## src/rtl/rr_mux_arbiter_pkg.sv

```systemverilog
// Shared definitions for the round-robin mux arbiter: lane count, select width,
// arbiter state encoding and the rotating priority search.
package rr_mux_arbiter_pkg;

  localparam int unsigned NUM_LANES = 4;
  localparam int unsigned SEL_W     = 2;

  typedef enum logic [1:0] {
    ST_IDLE = 2'b00,
    ST_BUSY = 2'b01
  } state_t;

  typedef struct packed {
    logic             found;
    logic [SEL_W-1:0] idx;
  } pick_t;

  // First set bit of req, searching upward from ptr+1 and wrapping modulo 4.
  function automatic pick_t rr_pick(input logic [NUM_LANES-1:0] req,
                                    input logic [SEL_W-1:0]     ptr);
    pick_t            res;
    logic [SEL_W-1:0] cand;
    res = '0;
    for (int unsigned k = 1; k <= NUM_LANES; k++) begin
      cand = ptr + k[SEL_W-1:0];
      if (!res.found && req[cand]) begin
        res.found = 1'b1;
        res.idx   = cand;
      end
    end
    return res;
  endfunction

endpackage

```

## src/rtl/rr_mux_arbiter_mux4to1.sv

```systemverilog
// Single-bit 4:1 multiplexer; one instance per data bit of the shared channel.
module mux4to1 (
  input  logic [3:0] w,
  input  logic [1:0] s,
  output logic       f
);

  // Steer the selected lane bit to the output.
  always_comb begin
    f = w[s];
  end

endmodule

```

## src/rtl/rr_mux_arbiter.sv

```systemverilog
// Round-robin arbiter sharing one 4:1 mux channel among four requesters, with
// a hold limit that bounds how long one lane keeps the channel under contention.
module rr_mux_arbiter
  import rr_mux_arbiter_pkg::*;
#(
  parameter int unsigned DW       = 1,
  parameter int unsigned MAX_HOLD = 4
) (
  input  logic                    clk,
  input  logic                    rst_n,
  input  logic [NUM_LANES-1:0]    req,
  input  logic [NUM_LANES*DW-1:0] din,
  output logic [NUM_LANES-1:0]    gnt,
  output logic [SEL_W-1:0]        sel,
  output logic [DW-1:0]           dout,
  output logic                    dout_valid
);

  localparam int unsigned HW = (MAX_HOLD > 1) ? $clog2(MAX_HOLD) : 1;
  localparam logic [HW-1:0] HOLD_LAST = HW'(MAX_HOLD - 1);

  state_t               r_state,    w_state_nxt;
  logic [NUM_LANES-1:0] r_gnt,      w_gnt_nxt;
  logic [SEL_W-1:0]     r_sel,      w_sel_nxt;
  logic                 r_dv,       w_dv_nxt;
  logic [SEL_W-1:0]     r_last_ptr, w_last_nxt;
  logic [HW-1:0]        r_hold,     w_hold_nxt;

  logic [NUM_LANES-1:0] w_others;
  pick_t                w_pick_idle;
  pick_t                w_pick_next;
  logic [DW-1:0]        w_mux;

  // The current owner is exactly the set gnt bit, so masking it off yields the
  // competing requests.
  always_comb begin
    w_others    = req & ~r_gnt;
    w_pick_idle = rr_pick(req, r_last_ptr);
    w_pick_next = rr_pick(w_others, r_sel);
  end

  // Next-state, grant, pointer and hold-counter decisions.
  always_comb begin
    w_state_nxt = r_state;
    w_gnt_nxt   = r_gnt;
    w_sel_nxt   = r_sel;
    w_dv_nxt    = r_dv;
    w_last_nxt  = r_last_ptr;
    w_hold_nxt  = r_hold;
    case (r_state)
      ST_IDLE: begin
        if (|req) begin
          w_state_nxt                 = ST_BUSY;
          w_gnt_nxt                   = '0;
          w_gnt_nxt[w_pick_idle.idx]  = 1'b1;
          w_sel_nxt                   = w_pick_idle.idx;
          w_dv_nxt                    = 1'b1;
          w_hold_nxt                  = '0;
        end
      end
      ST_BUSY: begin
        // Release takes precedence over preempt; both hand over from owner+1.
        if (!req[r_sel] || ((r_hold == HOLD_LAST) && (|w_others))) begin
          w_last_nxt = r_sel;
          w_hold_nxt = '0;
          if (w_pick_next.found) begin
            w_gnt_nxt                  = '0;
            w_gnt_nxt[w_pick_next.idx] = 1'b1;
            w_sel_nxt                  = w_pick_next.idx;
          end else begin
            w_state_nxt = ST_IDLE;
            w_gnt_nxt   = '0;
            w_dv_nxt    = 1'b0;
          end
        end else if (|w_others) begin
          w_hold_nxt = (r_hold == HOLD_LAST) ? r_hold : r_hold + 1'b1;
        end else begin
          w_hold_nxt = '0;
        end
      end
      default: begin
        w_state_nxt = ST_IDLE;
        w_gnt_nxt   = '0;
        w_dv_nxt    = 1'b0;
        w_hold_nxt  = '0;
      end
    endcase
  end

  // Arbiter state register with asynchronous clear.
  always_ff @(posedge clk or negedge rst_n) begin
    if (!rst_n) begin
      r_state    <= ST_IDLE;
      r_gnt      <= '0;
      r_sel      <= '0;
      r_dv       <= 1'b0;
      r_last_ptr <= '1;
      r_hold     <= '0;
    end else begin
      r_state    <= w_state_nxt;
      r_gnt      <= w_gnt_nxt;
      r_sel      <= w_sel_nxt;
      r_dv       <= w_dv_nxt;
      r_last_ptr <= w_last_nxt;
      r_hold     <= w_hold_nxt;
    end
  end

  genvar gb;
  generate
    for (gb = 0; gb < DW; gb++) begin : g_bit
      mux4to1 u_mux (
        .w ({din[3*DW+gb], din[2*DW+gb], din[DW+gb], din[gb]}),
        .s (r_sel),
        .f (w_mux[gb])
      );
    end
  endgenerate

  // Output channel is forced to zero while no lane holds the grant.
  always_comb begin
    gnt        = r_gnt;
    sel        = r_sel;
    dout_valid = r_dv;
    dout       = r_dv ? w_mux : '0;
  end

endmodule

```

## config.mk

```make
export PLATFORM = sky130hd
export DESIGN_NAME = rr_mux_arbiter
export DESIGN_NICKNAME = d
export VERILOG_FILES = /design/src/rtl/rr_mux_arbiter_pkg.sv /design/src/rtl/rr_mux_arbiter_mux4to1.sv /design/src/rtl/rr_mux_arbiter.sv
export SDC_FILE = /design/constraint.sdc
export NUM_CORES = 1
export LEC_CHECK = 0
export BUFFER_PORTS_ARGS = -buffer_cell sky130_fd_sc_hd__clkbuf_2
export CORE_UTILIZATION = 43
export DETAILED_ROUTE_END_ITERATION = 10
export GPL_ROUTABILITY_DRIVEN = 0
export PLACE_DENSITY = 0.65
export RECOVER_POWER = 100
export SLEW_MARGIN = 30
export SYNTH_ARGS = -nofsm -noshare
export SYNTH_HDL_FRONTEND = slang
export SYNTH_SLANG_ARGS = --single-unit
```

## constraint.sdc

```tcl
create_clock -name clk -period 1.7 [get_ports clk]
set_input_delay 0.34 -clock clk [delete_from_list [all_inputs] [get_ports clk]]
set_output_delay 0.34 -clock clk [all_outputs]
set_load 0.05 [all_outputs]
```

# Word-level counts from Yosys, hierarchy flattened
# Index checks and enable logic that the tools add are counted.
[totals] register_bits=13 output_inout_bits=8 wordCells=114
[op_classes] n_addsub=7 magnitude_cmp=12 eq_ne=7 n_mux=54 bitwise=2 n_reduce_logical=26
[ops] op="< comparator 2 x 3 -> 1 bit (second input constant)" n=10
[ops] op="two-way mux 2 bit" n=11
[ops] op="two-way mux 3 bit" n=7
[ops] op="binary-select mux 1 bit (select 2 bit)" n=10
[ops] op="two-way mux 1 bit" n=16
[ops] op="two-way mux 4 bit" n=3
[ops] op="one-hot mux 2 bit (2 select lines)" n=3
[ops] op="logical AND 1 bit" n=9
[ops] op="adder 2 bit (second input constant)" n=4
[ops] op="inequality test 2 bit (second input constant)" n=4
[ops] op="one-hot mux 4 bit (2 select lines)" n=1
[ops] op="OR reduction 4 bit" n=2
[ops] op="zero test 1 bit" n=7
[ops] op="adder 2 x 1 -> 2 bit (second input constant)" n=3
[ops] op="AND reduction 2 bit" n=3
[ops] op="AND 4 bit" n=1
[ops] op="demux 1 bit (select 2 bit)" n=2
[ops] op=">= comparator 2 x 1 -> 1 bit (second input constant)" n=2
[ops] op="inequality test 4 bit (second input constant)" n=1
[ops] op="NOT 4 bit" n=1
[ops] op="AND reduction 4 bit" n=1
[ops] op="AND reduction 3 bit" n=1
[ops] op="equality test 2 x 1 -> 1 bit (second input constant)" n=1
[ops] op="equality test 2 bit (second input constant)" n=1
[ops] op="4 further kinds" n=4

# Logic depth before layout (Yosys ltp)
# Gate-level depths: netlist (run 1).
[depth] word_depth=21 depth_mapped=6 ltp_nobuf=5

# By module
# A second synthesis (run 1) with hierarchy kept.
[unflattened] cells_unflattened=97 area_unflattened_um2=894.6
[by_module_without_submodules] module="rr_mux_arbiter" n_inst=1 cells_per_inst=96 area_each_um2=872.1 seq_area_each_um2=277.8
[by_module_without_submodules] module="mux4to1" n_inst=1 cells_per_inst=1 area_each_um2=22.5 seq_area_each_um2=0.0

# Worst setup path after synthesis (run 1)
# Ideal clock, no wire load.
[synth_path] path_type="reg2reg" start="register r_sel[0] (netlist: sel[0])" end="register r_last_ptr[0]" setup_time_ps=82 t_arrival_ps=1908 t_required_ps=1618 slack_ps=-290 path_stages_with_launch=5 n_path_buf=1 period_less_slack_ps=1990 cell_sequence="dfrtp_1 > buf_6 > mux4_2 > a21boi_1 > mux2_2"
[synth_via] elab_chain_cells=5
[synth_lines] element="start: declaration" line_no="rr_mux_arbiter.sv:24" text="logic [SEL_W-1:0] r_sel, w_sel_nxt;"
[synth_lines] element="start signal: assignment" line_no="rr_mux_arbiter.sv:102" text="r_sel <= w_sel_nxt;"
[synth_lines] element="binary-select mux 1 bit (select 2 bit)" line_no="rr_mux_arbiter.sv:63" text="if (!req[r_sel] || ((r_hold == HOLD_LAST) && (|w_others))) begin"
[synth_lines] element="two-way mux 1 bit (not written as such)" line_no="rr_mux_arbiter.sv:63"
[synth_lines] element="zero test 1 bit" line_no="rr_mux_arbiter.sv:63"
[synth_lines] element="logical OR 1 bit" line_no="rr_mux_arbiter.sv:63"
[synth_lines] element="AND reduction 2 bit (no line)"
[synth_lines] element="end signal: assignment" line_no="rr_mux_arbiter.sv:104" text="r_last_ptr <= w_last_nxt;"
[synth_lines] element="end: declaration" line_no="rr_mux_arbiter.sv:26" text="logic [SEL_W-1:0] r_last_ptr, w_last_nxt;"
# Parallel ways exist; a longest one is shown, timed or not. The select of a mux whose other input is x is not followed.
# A chain may end at the register's enable or synchronous reset.

# Final worst setup path (run 1)
[layout_path] start="register r_sel[0] (netlist: sel[0])" end="register r_gnt[2] (netlist: gnt[2])"
[layout_via] elab_chain_cells=20 elab_cells_between_ends=35
[layout_lines] element="adder 2 x 1 -> 2 bit" line_no="rr_mux_arbiter_pkg.sv:25" text="cand = ptr + k[SEL_W-1:0];"
[layout_lines] element="binary-select mux 1 bit (select 2 bit)" line_no="rr_mux_arbiter_pkg.sv:26" text="if (!res.found && req[cand]) begin"
[layout_lines] element="two-way mux 1 bit (not written as such)" line_no="rr_mux_arbiter_pkg.sv:26"
[layout_lines] element="two-way mux 3 bit" line_no="rr_mux_arbiter_pkg.sv:26"
[layout_lines] element="zero test 1 bit" line_no="rr_mux_arbiter_pkg.sv:26"
[layout_lines] element="logical AND 1 bit" line_no="rr_mux_arbiter_pkg.sv:26"
[layout_lines] element="two-way mux 3 bit" line_no="rr_mux_arbiter_pkg.sv:26"
[layout_lines] element="zero test 1 bit" line_no="rr_mux_arbiter_pkg.sv:26"
[layout_lines] element="[... 4 more ...]"
[layout_lines] element="two-way mux 3 bit" line_no="rr_mux_arbiter_pkg.sv:26"
[layout_lines] element="< comparator 2 x 3 -> 1 bit (not written as such) or >= comparator 2 x 1 -> 1 bit (tied branches)" line_no="rr_mux_arbiter.sv:68" text="w_gnt_nxt[w_pick_next.idx] = 1'b1;"
[layout_lines] element="logical AND 1 bit (not written as such)" line_no="rr_mux_arbiter.sv:68"
[layout_lines] element="two-way mux 1 bit (not written as such)" line_no="rr_mux_arbiter.sv:68"
[layout_lines] element="demux 1 bit (select 2 bit)" line_no="rr_mux_arbiter.sv:68"
[layout_lines] element="two-way mux 4 bit" line_no="rr_mux_arbiter.sv:66" text="if (w_pick_next.found) begin"
[layout_lines] element="two-way mux 4 bit" line_no="rr_mux_arbiter.sv:63"
[layout_lines] element="one-hot mux 4 bit (2 select lines)" line_no="rr_mux_arbiter.sv:50" text="case (r_state)"
[layout_lines] element="end signal: assignment" line_no="rr_mux_arbiter.sv:101" text="r_gnt <= w_gnt_nxt;"
[layout_lines] element="end: declaration" line_no="rr_mux_arbiter.sv:23" text="logic [NUM_LANES-1:0] r_gnt, w_gnt_nxt;"
# Parallel ways exist; a longest one is shown, timed or not. The select of a mux whose other input is x is not followed.

==> results of run 1 <==
-- report_power, final --
part / total, mW / switching [mW] / leakage [nW] / internal, mW
clock network: 0.172 / 0.0816 / 0.0150 / 0.0906
registers: 0.600 / 0.174 / 0.123 / 0.426
logic: 2.00 / 1.08 / 0.434 / 0.917
-- metrics by stage --
step	setup TNS (ns)	instance area [µm²]	hold slack, ns
floorplan	-0.996	926	0.0444
global placement	-0.297	1180	0.223
detailed placement	-0.432	1180	0.228
CTS	-1.04	1270	0.484
global route	-1.75	1280	0.552
finish	-1.19	1280	0.507
-- final cells by class --
class / count / area (µm²)
flip-flops and latches: 11 / 285
clock buffers: 4 / 26.3
repair buffers: 45 / 314
well taps: 27 / 33.8
inverters: 5 / 18.8
multi-input cells: 74 / 601
fillers: 189 / 703
-- repair_timing --
action / in CTS / in global routing
gates resized for setup: 6 / 2
setup endpoints to repair: 9 / 11
endpoints found under the hold margin: 9 / 0
pin swaps: 3 / 1
buffers inserted: 4 / 1
hold buffers: 1 / 0
-- cell usage after synthesis (2+ instances only) --
library cell / n
clkbuf_1: 2
nand2b_1: 3
and2b_1: 3
mux2_2: 3
o22ai_1: 2
nor2_1: 8
nand3_1: 2
buf_6: 2
o32a_1: 4
o21ai_0: 3
and3b_1: 4
nor2b_1: 2
nor3_1: 2
dfstp_2: 2
nor3b_1: 2
a21oi_1: 12
mux4_2: 2
inv_1: 5
dfrtp_1: 9
-- worst reg2reg max path: stages (launching register included) --
cell and delay [ns]:
dfrtp_2 0.42, buf_4 0.13, mux4_2 0.58, a31oi_4 0.27, buf_4 0.16, nor2_2 0.03
a31oi_1 0.16
-- sequential cells by signal, indices dropped and copies added, names as in the netlist --
register    flops
dout_valid      1
r_last_ptr      2
gnt             4
r_hold          2
sel             2
-- per-layer routing --
metal,track usage,vias to the layer above,part of all wire
met3,0.0189,4,0.068
li1,-,453,-
met2,0.357,49,0.47
met1,0.350,476,0.45
met5,0,-,0
met4,0.117,0,0.016
-- cell families after synthesis --
logic type / after synthesis
compound gates: 33
fa+ha+maj: 2
mux: 6
simple gates: 33
buf+inv: 9
flops: 11
-- worst min path at each step --
stage               from          to  slack, ns  cells past startpoint
4_1_cts            rst_n  dout_valid       0.48                      2
6_report       r_hold[1]   r_hold[1]       0.51                      1
5_1_grt        r_hold[0]   r_hold[0]       0.55                      1
3_3_place_gp       rst_n  dout_valid       0.22                      1
3_5_place_dp       rst_n  dout_valid       0.23                      1
2_1_floorplan      rst_n  dout_valid       0.04                      0
==> metrics.md, run 1 <==
| Metric | Value |
|---|---|
| Status | finished with violations |
| Failing checks | negative setup slack |
| Antenna violations before repair | 0 |
| CTS tree | built |
| Die W | 47.9 µm |
| Vias | 982 |
| # diodes | 0 |
| Area share of fa/ha/maj cells after synthesis | 0.0248 |
| Setup crit end | gnt[2] |
| Post-synth top area cell | dfrtp_1 |
| Core area | 1980 µm² |
| Yosys warns | 0 |
| Final ANT Viol Nets | 0 |
| Leak pwr | 0.571 nW |
| Worst-margin pin slew | 0.601 ns |
| Area grow syn2layout | 41.0% |
| Initial DRC Count | 29 |
| Reg clk slew, reported paths | 0.07 ns |
| Root Buffer | clkbuf_4 |
| Delay-heaviest family, CP | multiplexers |
| Arrival @ worst endpoint | 2.02 ns |
| Vias in the first global route | 878 |
| GRT Resource Usage Total | 0.241 |
| R2R setup slack | -0.16 ns |
| Max transition margin | 0.601 |
| Post-synthesis xor/xnor area fraction | 0 |
| Gate Count Post-Synth | 94 |
| Commonest non-fill, non-tap cell in the layout | buf_4 |
| Setup violators final | 11 |
| Ys flop type | dfrtp_1 |
| Worst vdd ir | 1.26 mV |
| Worst reg2reg startpoint | sel[0] |
| Asr flop ratio synth | 1.00 |
| Die height | 47.9 µm |
| Final nets | 151 |
| Post-synth EDFFs | 0 |
| Pre-antenna DRT Iters | 4 |
| Largest family of logic cells by synthesized area | compound AO/OA/AOI/OAI gates |
| Post-layout util | 0.645 |
| Synth Register Bits | 11 |
| Synth Area in Simple Gates | 0.222 |
| CTS buffer count | 3 |
| Hold Fails Final Rpt | 0 |
| Avg Vias per Cell | 5.92 |
| HP Class | flip-flop to flip-flop |
| I/O Pins | 18 |
| Port Buffers | 17 |
| CTS H-tree lvls | 1 |
| Crit path max fanout | 4 |
| Clk Latency, worst-skew pair | 0.26 ns |
| Fmax | 538 MHz |
| PD cells | 2170 nW/µm² |
| Fin crit share | 1.09 |
| Worst setup margin | -0.157 ns |
| Routed WL per cell | 15.7 µm |
| Fraction of layout cells with a size suffix above 1 | 0.475 |
| Slowest stage delay, CP | 0.58 ns |
| Post-route insts no fill | 166 |
| First-pass GRT wire length | 3.85 mm |
| Clock sink count | 11 |
| RSZ-0062 raised after global routing | yes |
| Largest net degree at the start of global routing | 12 |
| Reg2Reg Capture Point | gnt[2] |
| Yosys cell types | 41 |
| Avg Cell Area, Syn | 9.65 µm² |
| Mapped Area | 907 µm² |
| Post-route clock skew | 0.00455 ns |
| R2r worst-path depth | 6 |
| WP depth | 6 |
| Synth Area in Compound Gates | 0.295 |
| Max Cap Viol | 0 |
| Routed WL | 2.61 mm |
| Starting Density | 0.458 |
| CP Cell Sequence | buf_4 -> mux4_2 -> a31oi_4 -> buf_4 -> nor2_2 -> a31oi_1 |
| Sequential fraction of the synthesis area | 0.306 |
| Rows | 16 |
| Main area contributors after synthesis | dfrtp_1 (25%), a21oi_1 (6.6%), dfstp_2 (5.8%) |
| Congestion Overflow GR | 0 |
| Critical Path Sink Type | flip-flop |
| Critical Path RT | 1.87 ns |
| Multiplexer area fraction after synthesis | 0.0979 |
| Post-DP HPWL | 1.96 mm |
| Final min period | 1.86 ns |
| Crit path launch type | flip-flop |
| Full die area | 2300 µm² |
| Commonest non-fill, non-tap cells in the layout | buf_4 (23), a21oi_1 (12), clkbuf_2 (12) |
| Post-Place Worst Slack | -0.136 ns |
| CP max-delay cell | mux4_2 |
| DRC errors left | 0 |
| Critical path buffer and inverter count | 2 |
| Placed Cells | 156 |
| Top-area cell type share of the netlist area | 0.248 |
| Total power | 2.77 mW |
| Slew Viols, Final | 0 |
| Deepest clock path buffer count | 2 |
| Most frequent CP cell | buf_4 |
| Crit Path Class | flip-flop to flip-flop |
| Synth Net Count | 105 |
| Critical path launch point | sel[0] |
Note: power is estimated with default switching activity, not from simulation.
==> run 2, diff against run 1 <==
PLACE_DENSITY = 0.63   (was 0.65)
clock period = 2.27 ns   (was 1.7 ns; I/O delays follow)
==> metrics.md, run 2 (synthesized netlist as in run 1, its figures left out) <==
| Metric | Value |
|---|---|
| Status | finished, final reports clean |
| Post-route cell area | 997 µm² (-22%) |
| RSZ-0062 raised after global routing | no |
| CTS H-tree lvls | 1 (unchanged) |
| Pre-antenna DRT Iters | 4 (unchanged) |
| Setup violators final | 0 (-11) |
| Congestion Overflow GR | 0 (unchanged) |
| Post-route clock skew | 0.00263 ns (-0.00192 ns) |
| Placed cell area | 996 µm² (-16%) |
| Hold slack | 0.158 ns (-0.349 ns) |
| GRT Resource Usage Total | 0.202 (-0.0392) |
| Leak pwr | 0.408 nW (-29%) |
| Root Buffer | clkbuf_4 |
| Worst vdd ir | 0.708 mV (-44%) |
| Max transition margin | 0.607 (+0.00541) |
| Fmax | 476 MHz |
| Rows | 16 (unchanged) |
| Antenna violations before repair | 0 (unchanged) |
| Full die area | 2300 µm² (unchanged) |
| Slowest stage delay, CP | 0.52 ns (-0.06 ns) |
| Met2 Use GR | 0.305 (-0.0514) |
| Setup TNS Final | 0 ns (+1.19 ns) |
| CP max-delay cell | mux4_2 |
| Routed WL | 1.96 mm (-25%) |
| Starting Density | 0.458 (unchanged) |
| CP Cell Sequence | mux4_2 -> and2_0 -> clkbuf_2 |
| Clk Latency, worst-skew pair | 0.26 ns (about the same) |
| Critical Path Sink Type | primary output |
| Routed WL per cell | 14.2 µm (-9.8%) |
| CTS buffer count | 3 (unchanged) |
| Hold Fails Final Rpt | 0 (unchanged) |
| CTS tree | built |
| Core area | 1980 µm² (unchanged) |
| Setup Buffers After CTS | 0 (-4) |
| Final nets | 123 (-19%) |
| Die height | 47.9 µm (unchanged) |
| Port Buffers | 17 (unchanged) |
| Deepest clock path buffer count | 2 (unchanged) |
| Crit path max fanout | 10 (+6) |
| Met1 Use GR | 0.291 (-0.0594) |
| Largest net degree at the start of global routing | 15 (+3) |
| Commonest non-fill, non-tap cells in the layout | a21oi_1 (12), clkbuf_1 (9), clkbuf_2 (9) |
| First-pass GRT wire length | 3.15 mm (-18%) |
| DRC errors left | 0 (unchanged) |
| Fraction of layout cells with a size suffix above 1 | 0.207 (-0.268) |
| Vias | 817 (-17%) |
| Vias in the first global route | 713 (-19%) |
| Most crowded layer after global routing | met2 |
| Delay-heaviest family, CP | multiplexers |
| Die W | 47.9 µm (unchanged) |
| Crit Path Class | flip-flop to primary output |
| PD cells | 1600 nW/µm² (-26%) |
| Critical path buffer and inverter count | 1 (-1) |
| I/O Pins | 18 (unchanged) |
| Met3 usage | 0.0340 (+0.0151) |
| Commonest non-fill, non-tap cell in the layout | a21oi_1 |
| Max reg flops | 4 (unchanged) |
| Slew Viols, Final | 0 (unchanged) |
| Arrival @ worst endpoint | 1.64 ns (-0.38 ns) |
| Worst-margin pin slew | 0.592 ns (-0.00815 ns) |
| Final min period | 2.10 ns |
| HP Class | input port to async pin |
| R2R setup slack | 0.28 ns (+0.44 ns) |
| Clock sink count | 11 (unchanged) |
| Max Cap Viol | 0 (unchanged) |
| # diodes | 0 (unchanged) |
| Avg Vias per Cell | 5.92 (about the same) |
| Critical Path RT | 1.82 ns (-0.05 ns) |
| Post-DP HPWL | 1.50 mm (-23%) |
| Final ANT Viol Nets | 0 (unchanged) |
| Fin crit share | 0.925 |
| Initial DRC Count | 25 (-14%) |
| Reg clk slew, reported paths | 0.07 ns (about the same) |
| Area grow syn2layout | 9.93% |
| Crit path launch type | flip-flop |
-- run 2: changes by cell type in the layout (fill, tap and decap cells not counted), sizes merged --
cell,previous run,this run
buf,27,0
dlygate4sd3,1,0
-- run 2: report_power, final --
group / internal, mW / switching (mW) / leakage (nW)
registers: 0.307 / 0.157 / 0.127
logic: 0.375 / 0.629 / 0.266
clock network: 0.0679 / 0.0629 / 0.0150
-- run 2: worst register-to-register path: cells and delay by family, from the launching register on --
kind,cells,cell delay [ns]
compound gates,3,0.83
mux,1,0.59
flops,1,0.47
-- run 2: final timing paths --
| kind | from | end | depth (start not counted) |
|---|---|---|---|
| min in group clk | r_hold[1] | r_hold[1] | 1 |
| setup / recovery | sel[0] | dout | 3 |
| max in group asynchronous | rst_n | sel[0] | 1 |
| hold reg to reg | r_hold[1] | r_hold[1] | 1 |
| hold / removal | rst_n | gnt[2] | 1 |
| setup reg to reg | sel[0] | sel[0] | 4 |
-- run 2: repair_timing --
action / CTS / global route
resized for setup: 0 / 1
hold buffers: 0 / 0
endpoints found under the setup margin: 0 / 1
-- run 2: area by class of cell --
class,count,area (µm²)
clock buffers,4,26.3
fillers,197,985
inverters,5,18.8
multi-input cells,74,564
flip-flops and latches,11,279
well taps,27,33.8
repair buffers,17,75.1
-- run 2: per-layer routing --
layer / vias to the layer above / wire [µm]
li1: 396 / -
met1: 394 / 920
met2: 25 / 909
met3: 2 / 114
met4: 0 / 14
met5: - / 0
-- run 2: per-stage QoR --
step           setup slack, ns  utilization  total power [mW]  std cells
2_1_floorplan            0.195            -              1.34         94
3_3_place_gp             0.330        0.503              1.51        134
3_5_place_dp             0.351        0.503              1.51        134
4_1_cts                 0.0502        0.516              1.65        138
5_1_grt                 0.0603        0.503              1.74        138
6_report                 0.171        0.503              1.60        138
